$ cat src/rtl/pwm_pkg.sv
// Shared constants for the 16-channel PWM peripheral: counter width, full-duty
// code and the default prescaler ratio.
package pwm_pkg;

  localparam int PWM_CNT_W = 8;
  localparam logic [PWM_CNT_W-1:0] DUTY_FULL = 8'hFF;
  localparam logic [PWM_CNT_W-1:0] CNT_LAST = 8'hFF;
  localparam int PRESCALE_DIV_DEFAULT = 10;
  localparam int OUT_W = 16;

  // Duty 0xFF is forced high so the last count of a period never dips low.
  function automatic logic pwm_level_f(input logic [PWM_CNT_W-1:0] cnt,
                                       input logic [PWM_CNT_W-1:0] duty);
    return (duty == DUTY_FULL) || (cnt < duty);
  endfunction

endpackage

$ cat src/rtl/pwm_prescaler.sv
// Free-running clk divider: tick is high for one clk every DIV clks,
// in the clk where the internal count sits at DIV-1.
module pwm_prescaler #(
  parameter int DIV = 10
) (
  input  logic clk,
  input  logic rst_n,
  output logic tick
);

  localparam int CNT_W = (DIV > 1) ? $clog2(DIV) : 1;
  localparam logic [CNT_W-1:0] LAST = CNT_W'(DIV - 1);

  logic [CNT_W-1:0] cnt_q;
  logic [CNT_W-1:0] cnt_d;

  assign tick = (cnt_q == LAST);

  always_comb begin
    cnt_d = tick ? '0 : cnt_q + CNT_W'(1);
  end

  always_ff @(posedge clk or negedge rst_n) begin
    if (!rst_n) begin
      cnt_q <= '0;
    end else begin
      cnt_q <= cnt_d;
    end
  end

endmodule

$ cat src/rtl/pwm_peripheral.sv
// 16-output PWM peripheral: one shared 8-bit PWM counter, a duty register
// shadowed at each period boundary, and per-bit enable / PWM-mode selection.
module pwm_peripheral
  import pwm_pkg::*;
#(
  parameter int PRESCALE_DIV = PRESCALE_DIV_DEFAULT
) (
  input  logic             clk,
  input  logic             rst_n,
  input  logic [7:0]       en_reg_out_7_0,
  input  logic [7:0]       en_reg_out_15_8,
  input  logic [7:0]       en_reg_pwm_7_0,
  input  logic [7:0]       en_reg_pwm_15_8,
  input  logic [7:0]       pwm_duty_cycle,
  output logic [OUT_W-1:0] out,
  output logic             period_start
);

  logic                 tick;
  logic                 boundary;
  logic                 pwm_level;
  logic [OUT_W-1:0]     en_all;
  logic [OUT_W-1:0]     pwm_sel;

  logic [PWM_CNT_W-1:0] pwm_cnt_q;
  logic [PWM_CNT_W-1:0] pwm_cnt_d;
  logic [PWM_CNT_W-1:0] duty_shadow_q;
  logic [PWM_CNT_W-1:0] duty_shadow_d;
  logic [OUT_W-1:0]     out_q;
  logic [OUT_W-1:0]     out_d;
  logic                 period_start_q;
  logic                 period_start_d;

  pwm_prescaler #(
    .DIV (PRESCALE_DIV)
  ) u_prescaler (
    .clk   (clk),
    .rst_n (rst_n),
    .tick  (tick)
  );

  assign en_all  = {en_reg_out_15_8, en_reg_out_7_0};
  assign pwm_sel = {en_reg_pwm_15_8, en_reg_pwm_7_0};

  // The level is taken from the next-state counter and shadow so that the
  // registered out and period_start both land on the first clk of count 0x00.
  always_comb begin
    boundary       = tick && (pwm_cnt_q == CNT_LAST);
    pwm_cnt_d      = tick ? pwm_cnt_q + PWM_CNT_W'(1) : pwm_cnt_q;
    duty_shadow_d  = boundary ? pwm_duty_cycle : duty_shadow_q;
    pwm_level      = pwm_level_f(pwm_cnt_d, duty_shadow_d);
    out_d          = en_all & (~pwm_sel | {OUT_W{pwm_level}});
    period_start_d = boundary;
  end

  always_ff @(posedge clk or negedge rst_n) begin
    if (!rst_n) begin
      pwm_cnt_q      <= '0;
      duty_shadow_q  <= '0;
      out_q          <= '0;
      period_start_q <= 1'b0;
    end else begin
      pwm_cnt_q      <= pwm_cnt_d;
      duty_shadow_q  <= duty_shadow_d;
      out_q          <= out_d;
      period_start_q <= period_start_d;
    end
  end

  assign out          = out_q;
  assign period_start = period_start_q;

endmodule

$ cat config.mk
export PLATFORM = sky130hd
export DESIGN_NAME = pwm_peripheral
export DESIGN_NICKNAME = d
export VERILOG_FILES = /design/src/rtl/pwm_pkg.sv /design/src/rtl/pwm_prescaler.sv /design/src/rtl/pwm_peripheral.sv
export SDC_FILE = /design/constraint.sdc
export NUM_CORES = 1
export LEC_CHECK = 0
export CAP_MARGIN = 30
export CORE_MARGIN = 2
export CORE_UTILIZATION = 51
export CTS_BUF_LIST = sky130_fd_sc_hd__clkbuf_4 sky130_fd_sc_hd__clkbuf_8
export CTS_CLUSTER_DIAMETER = 120
export DETAILED_ROUTE_END_ITERATION = 10
export PLACE_DENSITY_LB_ADDON = 0.1
export SYNTH_ARGS = -nofsm -noshare
export SYNTH_HDL_FRONTEND = slang
export SYNTH_SLANG_ARGS = --single-unit
$ cat constraint.sdc
create_clock -name clk -period 4.64 [get_ports clk]
set_input_delay 0.464 -clock clk [delete_from_list [all_inputs] [get_ports clk]]
set_output_delay 0.464 -clock clk [all_outputs]
set_load 0.05 [all_outputs]
## Yosys cells after proc, flatten, opt, wreduce, memory -nomap -nowiden

Cells that the tools add are included.
Widths: inputs -> output; s select.

- Register bits: 37
- Output and inout bits: 17

- Reductions and logical operators: 2
- Eq/ne operators: 3
- Bitwise logic cells: 3
- Muxes and demuxes: 3
- Add/sub/neg operators: 2
- Order comparisons: 1

Operators by type and width:

| operator | number |
|---|---|
| $and 16x16->16 | 1 |
| $eq 8x8->1 const B | 2 |
| $mux 8 | 2 |
| $not 16->16 | 1 |
| $or 16x16->16 | 1 |
| $add 8x1->8 const B | 1 |
| $lt 8x8->1 | 1 |
| $add 4x1->4 const B | 1 |
| $eq 4x4->1 const B | 1 |
| $mux 4 | 1 |
| $logic_and 1x1->1 | 1 |
| $logic_or 1x1->1 | 1 |

## Logic depth before layout (Yosys ltp)

- Depth after elaboration: 7
- Mapped depth: 15
- Mapped depth without buffers: 13

## Hierarchy

From an unflattened synthesis, not the netlist that was laid out.

- Cell total of the unflattened synthesis: 181
- Area total of the unflattened synthesis: 1,894.3 sq um

Modules (own cells, without submodules):

| module | seq. area each (sq um) | cells an instance | area each (sq um) | instances |
|---|---|---|---|---|
| pwm_peripheral | 825.8 | 166 | 1,722.9 | 1 |
| pwm_prescaler | 100.1 | 15 | 171.4 | 1 |

## Worst setup path before layout

Ideal clock, no wire load.

- Path kind: flip-flop to flip-flop
- Start point: register u_prescaler.cnt_q[2]
- End point: register out_q[10] (netlist: out[10])
- Arrival time: 2.548 ns
- Setup time: 0.144 ns
- Path slack: 1.948 ns
- Required time: 4.496 ns
- Path buffers: 1
- Stages on the path, launching flop included: 13
- Cell sequence: dfrtp_1 and4bb_4 and4_2 nand3_1 nor2_1 xor2_1 ha_1 nand2_1 o21ai_1 clkbuf_1 nand2_1 o21ai_0 a41oi_1

RTL lines:

| element | line | RTL |
|---|---|---|
| start, declared | pwm_prescaler.sv:14 | `logic [CNT_W-1:0] cnt_q;` |
| start signal, assigned | pwm_prescaler.sv:27 | `cnt_q <= cnt_d;` |
| $eq 4x4->1 | pwm_prescaler.sv:17 | `assign tick = (cnt_q == LAST);` |
| $mux 8 | pwm_peripheral.sv:49 | `pwm_cnt_d = tick ? pwm_cnt_q + PWM_CNT_W'(1) : pwm_cnt_q;` |
| net pwm_cnt_d[7] | pwm_peripheral.sv:26 | `logic [PWM_CNT_W-1:0] pwm_cnt_d;` |
| $lt 8x8->1 | pwm_pkg.sv:14 | `return (duty == DUTY_FULL) \|\| (cnt < duty);` |
| $logic_or 1x1->1 | pwm_pkg.sv:14 |  |
| $or 16x16->16 | pwm_peripheral.sv:52 | `out_d = en_all & (~pwm_sel \| {OUT_W{pwm_level}});` |
| $and 16x16->16 | pwm_peripheral.sv:52 |  |
| net out_d[10] | pwm_peripheral.sv:30 | `logic [OUT_W-1:0] out_d;` |
| end signal, assigned | pwm_peripheral.sv:65 | `out_q <= out_d;` |
| end, declared | pwm_peripheral.sv:29 | `logic [OUT_W-1:0] out_q;` |

The timed path passes the listed nets, and every way through them passes these cells.

## Final worst setup path

- Start point: register u_prescaler.cnt_q[2]
- End point: register out_q[13] (netlist: out[13])

Same word-level chain as after synthesis.

==> results.md <==
- H-tree Lvls: 2
- Fmax: 319 MHz
- Peak supply drop: 0.180 mV
- Crit end category: flop
- Final hold vios: 0
- Post-Place Setup Slack: 1270 ps
- Layout fillers: 259
- Max clock buf depth: 2
- CP top delay family: simple AND/OR/NAND/NOR gates
- Top cells by area, synth: dfrtp_1 50%, a41oi_1 7.5%, nand2_1 6.7%
- Tot GR Track Use: a little under a quarter
- Worst-Margin Slew: approximately 1100 ps
- Main combinational cell family by area after synthesis: simple AND/OR/NAND/NOR gates
- Clock Sinks: 37
- Grt ovf: 0
- Power Total: slightly above 0.0007 W
- Status: finished clean
- CP Launch Type: flop
- Min cycle time layout: 3140 ps
- Core ar.: 3420 sq um
- ANT cells: 0
- # rows: 21
- Worst path max stage delay: 820 ps
- Fin worst setup slack: between 1500 and 2000 ps
- Syn avg cell area: 10.7 sq um
- Fraction of synthesized cell area in xor and xnor cells: 3.77%
- Max Fanout on Critical Path: 16
- Clk Latency, worst-skew pair: 350 ps
- Post-CTS Hold Buffers: 0
- # nets final: 285
- GP Congestion: 0.787
- Yosys cell types: 32
- Global-route wire length before repair: 7.31 mm
- Synth Area in Adders: 5.38%
- Max-Cap Viols: 0
- Dpl hpwl: 3.36 mm
- Num ports: 59
- Vias per cell: ~5.5
- Die width: 64.4 microns
- Area leader, netlist: dfrtp_1
- Simple-Gate Fraction of Synth Area: 15.5%
- Initial core utilization: 54.5%
- Die area: around 4100 sq um
- Setup CP Type: flop to flop
- FFs w/ async S/R, synth: 100%
- Buffers plus inverters on the worst setup path: 0
- Clk_skew: 1.58 ps
- Headroom to the max-slew limit: 29.3%
- Crit path top cell by count: nor2_1
- Power per cell area: approximately 280 nW/um^2
- Post-route setup TNS: 0 ps
- CTS resizes: 0
- Root buf cell: clkbuf_4
- Crit path DAT: about 3300 ps
- #FFs+latches synth: 37
- Mux contribution to synthesized area: 5.92%
- Slew Limit Fails: 0
- Yosys warns: 0
- Synth-to-layout area growth: 38.3%
- Slowest cell on crit path: nor2_1
- CTS tree: done
- Cts bufs inserted: 5
- Synth Instances: 174
- Total number of vias: 1558
- Starting DRC count in detailed routing: 85
- Clk slew on worst S/H paths: 110 ps
- Area fraction in compound gates after synthesis: between 15 and 20%
- Final setup viols: 0
- Synthesized area: 1860 sq um
- Post-CTS Setup Bufs: 0
- Antenna violations before repair: 0
- Top FF cell, synth: dfrtp_1
- RSZ-0062 raised after global routing: false
- Top-area cell type share of the netlist area: between 40% and 50%
- PortBufs: between 50 and 60
- Drt pass-1 iters: 6
- Period utilization: between 60% and 70%
- Number of global-route vias before repair: 1592
- Largest net degree at the start of global routing: 38
- Post-synth EDFFs: 0
- Worst EP required: 4820 ps
- Hold Crit Class: flop to flop
- DRC violations left: 0
- Drt total wl: 4.35 mm
- Cells along the critical path: and4bb_4 -> and4_2 -> nand3_1 -> nor2_1 -> xor2_1 -> ha_1 -> nand4_1 -> nor2_1 -> a41oi_1
- Layout cell share with drive strength beyond 1: 8.90%
- Syn_nets: 224
- WL/cell: 15.4 microns
- Leak: 1.14 nW
- Register area share after synthesis: 49.8%
- Die height: 64.4 microns
- Antenna-violating nets left: 0
cells by family after synthesis:
family | count (synthesis)
multiplexers | 9
AO/OA/AOI/OAI | 41
flip-flops | 37
AND/OR/NAND/NOR | 55
XOR/XNOR | 8
buffers and inverters | 16
adder cells (fa/ha/maj) | 8
final timing paths:
path                                                      from                          to  slack (ps)  depth (start not counted)
min in group asynchronous                                rst_n  duty_shadow_q[1]$_DFF_PN0_         530                          2
worst min register to register          pwm_cnt_q[0]$_DFF_PN0_      pwm_cnt_q[0]$_DFF_PN0_         520                          1
worst max-delay path            u_prescaler.cnt_q[2]$_DFF_PN0_           out[13]$_DFF_PN0_        1500                          9
max in group asynchronous                                rst_n            out[6]$_DFF_PN0_        3800                          2
worst min-delay path                    pwm_cnt_q[0]$_DFF_PN0_      pwm_cnt_q[0]$_DFF_PN0_         520                          1
worst max register to register  u_prescaler.cnt_q[2]$_DFF_PN0_           out[13]$_DFF_PN0_        1500                          9
cell usage in the layout, fill, tap and decap left out, types with 2 or more instances in the layout:
cell and n:
mux2_2 2, dfrtp_1 37, buf_4 2, xor2_1 4, nand3_1 2, nor2_1 7, xnor2_1 4, clkbuf_4 5
ha_1 8, clkdlybuf4s50_1 58, nand2_1 33, mux2i_1 5, inv_1 10, a41oi_1 16, nand4_1 6, a21oi_1 3
o21ai_0 17, bufinv_16 2
worst reg2reg max path, delay by kind of cell (launching register included):
family                     cells  cell delay (ps)
adders and majority gates      1              320
DFF                            1              440
and+or+nand+nor                6             1850
AOI/OAI and AO/OA              1              250
xor gates and xnor gates       1              100
routing by layer:
metal,vias up,track usage (%),part of all wire [%]
met5,-,0,0
met4,0,6.65,1.1
met3,6,7.75,6.5
met2,42,40.2,52
met1,756,27.3,40
li1,754,-,-
per-stage QoR:
step / hold WS [ps] / instance area (sq um) / cells / utilization (%)
2_1_floorplan: 168 / 1860 / 174 / -
3_3_place_gp: 496 / 2460 / 273 / 72.1
3_5_place_dp: 492 / 2460 / 273 / 72.1
4_1_cts: 525 / 2570 / 281 / 75.1
5_1_grt: 557 / 2570 / 282 / 75.3
6_report: 525 / 2570 / 282 / 75.3
layout make-up:
type / instances / area (sq um) / share of cell area, %
clock buffer: 5 / 37.5 / 1.46
timing repair buffer: 60 / 596 / 23.1
sequential: 37 / 926 / 36.0
clock inverter: 3 / 65.1 / 2.53
inverter: 10 / 37.5 / 1.46
tap: 46 / 57.6 / 2.24
multi-input combinational: 121 / 855 / 33.2
Yosys cell counts (3+ instances only):
library cell / count
dfrtp_1: 37
nand2_1: 33
o21ai_0: 17
a41oi_1: 16
inv_1: 10
ha_1: 8
nor2_1: 7
nand4_1: 6
mux2i_1: 5
xnor2_1: 4
xor2_1: 4
a21oi_1: 3
power breakdown:
part	switching (W)	total (W)	internal, W
clock network	0.000110	0.000276	0.000167
registers	0.00000306	0.000334	0.000331
logic	0.0000525	0.000103	0.0000501
total	0.000165	0.000713	0.000548
registers in the layout (all words and copies together), names as in the netlist:
register	cells
u_prescaler.cnt_q	4
pwm_cnt_q	8
period_start	1
out	16
duty_shadow_q	8
(Power assumes the default switching activity.)
==> edit 1 (same flow settings) <==
Add an input register stage for `en_reg_pwm_15_8`; this delays it by one clock. The other inputs are not delayed to match.
--- a/src/rtl/pwm_peripheral.sv
+++ b/src/rtl/pwm_peripheral.sv
@@ -15,6 +15,12 @@
   output logic [OUT_W-1:0] out,
   output logic             period_start
 );
+
+  logic [7:0] en_reg_pwm_15_8_q;
+
+  always_ff @(posedge clk) begin
+    en_reg_pwm_15_8_q <= en_reg_pwm_15_8;
+  end
 
   logic                 tick;
   logic                 boundary;
@@ -40,7 +46,7 @@
   );
 
   assign en_all  = {en_reg_out_15_8, en_reg_out_7_0};
-  assign pwm_sel = {en_reg_pwm_15_8, en_reg_pwm_7_0};
+  assign pwm_sel = {en_reg_pwm_15_8_q, en_reg_pwm_7_0};
 
   // The level is taken from the next-state counter and shadow so that the
   // registered out and period_start both land on the first clk of count 0x00.
Check against the original RTL: not equivalent (a bounded check fails within 4 cycles, from zero or initial values and one cycle with rst_n low).
==> edit 1 against the original RTL <==
Routed wire length increased by 6.9%. Sequential power grew 22%. Sequential cell count up 8. Area after synthesis is 8.6% higher. Power rose by 14%. Cell area is 7.3% higher. First-iteration DRC count is 81% higher. Sequential share of layout area increased by 3.4 points. Global-route usage down 0.83 points. Setup slack gained 230 ps. Worst hold slack worse by 59 ps. Final cell count up 3.9%. Largest power group unchanged. Largest cell class unchanged. Critical path type unchanged.
==> edit 1: results (changes against the original RTL) <==
max FFs per register 16 (unchanged); maximum VDD drop 0.0001623 V (-9.7%); dpl hpwl 3343 um (-0.62%); post-synthesis mux area share 0.05449 (-0.004690); share of layout cells above drive strength 1 0.08980 (+0.0008129); Worst EP arrival 3050 ps (-270 ps); syn nets 232 (+3.6%); Net count, final 294 (+3.2%); Hold EP out[12]; Global Route Usage Sum 0.2235 (-0.008309); M1 WL 1844 um (+5.7%); met1 Track Usage GR 0.2636 (-0.009111); met3 wire len 310 um (+9.2%); CP max-delay cell dfrtp_1; GPL Wtd Cong 0.8147 (+3.5%); initial DRC count 154 (+81%); CTS root buf clkbuf_8; post-synthesis adder-cell area fraction 0.04954 (-0.004264); worst hold path type reg -> reg; Pre-Repair DR Iteration Count 4 (-2); Reg2Reg Depth 13 (+4); GR Util met2 0.3825 (-0.01984); Critical Path End out[15]; synth unique cells 33 (+3.1%); Total Wirelength 4649 um (+6.9%); WHS 466.2 ps (-58.60 ps); vias in the first global route 1667 (+4.7%); Clk Latency, worst-skew pair 290 ps (-60 ps); Inst Count DP 283 (+3.7%); Async SR Flop Fraction 0.8222 (-0.1778); Final Skew 7.186 ps (+5.606 ps); routed wl met2 2315 um (+2.0%); synth top area cells dfrtp_1 46%, dfxtp_1 7.9%, a41oi_1 6.9%; met3 Use GR 0.04054 (-0.03692); first-pass GRT wire length 7362 um (+0.66%); Worst-path clk slew 80 ps (-30 ps); outcome finished, final reports clean; Min-Delay Startpoint en_reg_pwm_15_8_q[4]; Synth Area in Compound Gates 0.1418 (-0.01221); Largest stage delay, worst path 430 ps (-390 ps); routed wire length per instance 15.87 um (+2.9%); Mapped Avg Cell Area 11.10 um^2 (+3.8%); Leak 1.214 nW (+6.6%); Synth Area in XOR/XNOR 0.03467 (-0.002985); R2R Setup Slk 1740 ps (+230 ps); sequential element share of the synthesized area 0.5375 (+0.03982); critical path peak fanout 12 (-4); placed inst area 2626 um^2 (+6.6%)
edit 1: area by class of cell:
| cell class | instances | area [um^2] |
|---|---|---|
| clock inverter | 2 | 37.54 |
| sequential | 45 | 1086 |
| tap | 48 | 60.06 |
| timing repair buffer | 61 | 603.1 |
| multi-input combinational | 121 | 854.6 |
| inverter | 10 | 37.54 |
| fill | 268 | 982.2 |
| clock buffer | 6 | 82.58 |
edit 1: where the power goes:
| group | switching, W | internal [W] |
|---|---|---|
| Clock | 0.000129 | 0.000175 |
| Sequential | 0.00000519 | 0.000403 |
| Combinational | 0.0000515 | 0.0000500 |
edit 1: stage by stage:
stage | total power [W] | setup WS (ps)
floorplan | 0.0004559 | 1948
global placement | 0.0005159 | 1562
detailed placement | 0.0005184 | 1386
CTS | 0.0008185 | 1362
global route | 0.0008444 | 1448
finish | 0.0008140 | 1736
==> edit 2 (config.mk and constraints unchanged) <==
Made on the original files. `PRESCALE_DIV_DEFAULT`: 10 -> 5.
--- a/src/rtl/pwm_pkg.sv
+++ b/src/rtl/pwm_pkg.sv
@@ -5,7 +5,7 @@
   localparam int PWM_CNT_W = 8;
   localparam logic [PWM_CNT_W-1:0] DUTY_FULL = 8'hFF;
   localparam logic [PWM_CNT_W-1:0] CNT_LAST = 8'hFF;
-  localparam int PRESCALE_DIV_DEFAULT = 10;
+  localparam int PRESCALE_DIV_DEFAULT = 5;
   localparam int OUT_W = 16;
 
   // Duty 0xFF is forced high so the last count of a period never dips low.
Function: no difference found for any inputs over 10 cycles, from zero or initial values and one cycle with rst_n low; that may be too few to reach the edited logic, so the function may still have changed.
==> edit 2 against the original RTL <==
Routed wire length fell by 19%. Maximum frequency fell by 19%. Via count fell by 21%. Critical endpoint is now out[3]. Sequential cell count fell by 1. Area after synthesis fell by 9.4%. Combinational power fell by 12%. Power fell by 17%. Cell area fell by 7.9%. Synthesized cell count fell by 24%. Critical path depth rose by 3. Die area fell by 8.8%. Setup slack got worse by 720 ps.
==> edit 2: results (changes against the original RTL) <==
outcome finished, final reports clean; Seq group 0.000322 W (-4%); worst hold path type reg -> reg; Worst EP arrival 4040 ps (+720 ps); post-synthesis mux area share 0.06385 (+0.004666); RR Startpoint u_prescaler.cnt_q[0]; Inst Count DP 233 (-15%); synth top area cells dfrtp_1 53%, ha_1 7.4%, a21boi_2 6.7%; dpl hpwl 2754 um (-18%); Clk Latency, worst-skew pair 330 ps (-20 ps); max FFs per register 16 (unchanged); Final Non-Filler Cells 240 (-15%); Total Wirelength 3541 um (-19%); GR Util met2 0.3669 (-0.03543); sequential element share of the synthesized area 0.5345 (+0.03687); Leak 1.055 nW (-7.4%); CP max-delay cell a211oi_4; Global Route Usage Sum 0.2209 (-0.01095); Highest Clock Rate 258.9 MHz (-19%); n_diodes 0 (unchanged); Synth Area in XOR/XNOR 0.03118 (-0.006479); Final Skew 7.698 ps (+6.118 ps); CTS H-tree lvls 2 (unchanged); synth unique cells 30 (-6.3%); vias in the first global route 1337 (-16%); Pre-Repair DR Iteration Count 4 (-2); pre-CTS WS 806.8 ps (-459.4 ps); share of layout cells above drive strength 1 0.1684 (+0.07938); post-CTS sizing 0 (unchanged); Clk pwr share 0.304 (-0.084); Net count, final 248 (-13%); Async SR Flop Fraction 1.000 (unchanged); placed inst area 2306 um^2 (-6.4%); Overall Power 0.0005935 W (-17%); Bufs on Longest Clock Path 2 (unchanged); GPL Wtd Cong 0.8375 (+6.4%); post-synthesis adder-cell area fraction 0.07424 (+0.02044); synth cell count leaders 36 x dfrtp_1, 10 x a21boi_2, 10 x ha_1, 9 x inv_1; Synth Area in Compound Gates 0.1321 (-0.02186); initial DRC count 59 (-31%); M1 WL 1334 um (-24%); met3 Use GR 0.09034 (+0.01287); DR vias 1238 (-21%); routed wl met2 1820 um (-20%); syn nets 184 (-18%); top sig layer met4; Post-CTS Repair Setup Buffers 0 (unchanged); Internal 0.0004538 W (-17%); met3 wire len 331 um (+17%); Min-Delay Startpoint u_prescaler.cnt_q[0]; pin count of the biggest net entering global routing 37 (-2.6%); CTS Buf Count 5 (unchanged); met1 Track Usage GR 0.2453 (-0.02744); Worst-path clk slew 100 ps; worst slew pin tran 878.1 ps (-179.3 ps); Synth Flop Type dfrtp_1; first-pass GRT wire length 5816 um (-20%); Cells after Synth 132 (-24%); Largest stage delay, worst path 790 ps (-30 ps); maximum VDD drop 0.0001840 V (+2.5%)
edit 2: cell types whose count changed in the layout (fill, tap and decap cells not counted), sizes merged, moves of 3 or more:
cell and delta:
nand2 -25, o21ai -18, a21boi +16, a41oi -16, nand3 +4, mux2 +3
xor2 -3
edit 2: path summary, 6_finish.rpt:
kind,end,slack (ps),cells after the start
max reg2reg,out[3],780,12
min in group asynchronous,u_prescaler.cnt_q[2],530,2
min reg2reg,u_prescaler.cnt_q[0],510,1
max in group asynchronous,out[9],3800,2
max,out[3],780,12
min,u_prescaler.cnt_q[0],510,1
edit 2: final cells by class:
cell class                 count  area (um^2)
timing repair buffer          59        588.1
fill                         231        732.0
tap                           44        55.05
inverter                       9        33.78
sequential                    36        900.9
clock buffer                   7        65.06
multi-input combinational     85        728.2
edit 2: critical path, delay by kind of cell (launching register included):
family	cells	cell delay [ps]
AO/OA/AOI/OAI	3	1130
adder cells (fa/ha/maj)	2	570
AND/OR/NAND/NOR	4	1130
multiplexers	1	320
flip-flops	1	420
buffers and inverters	2	110
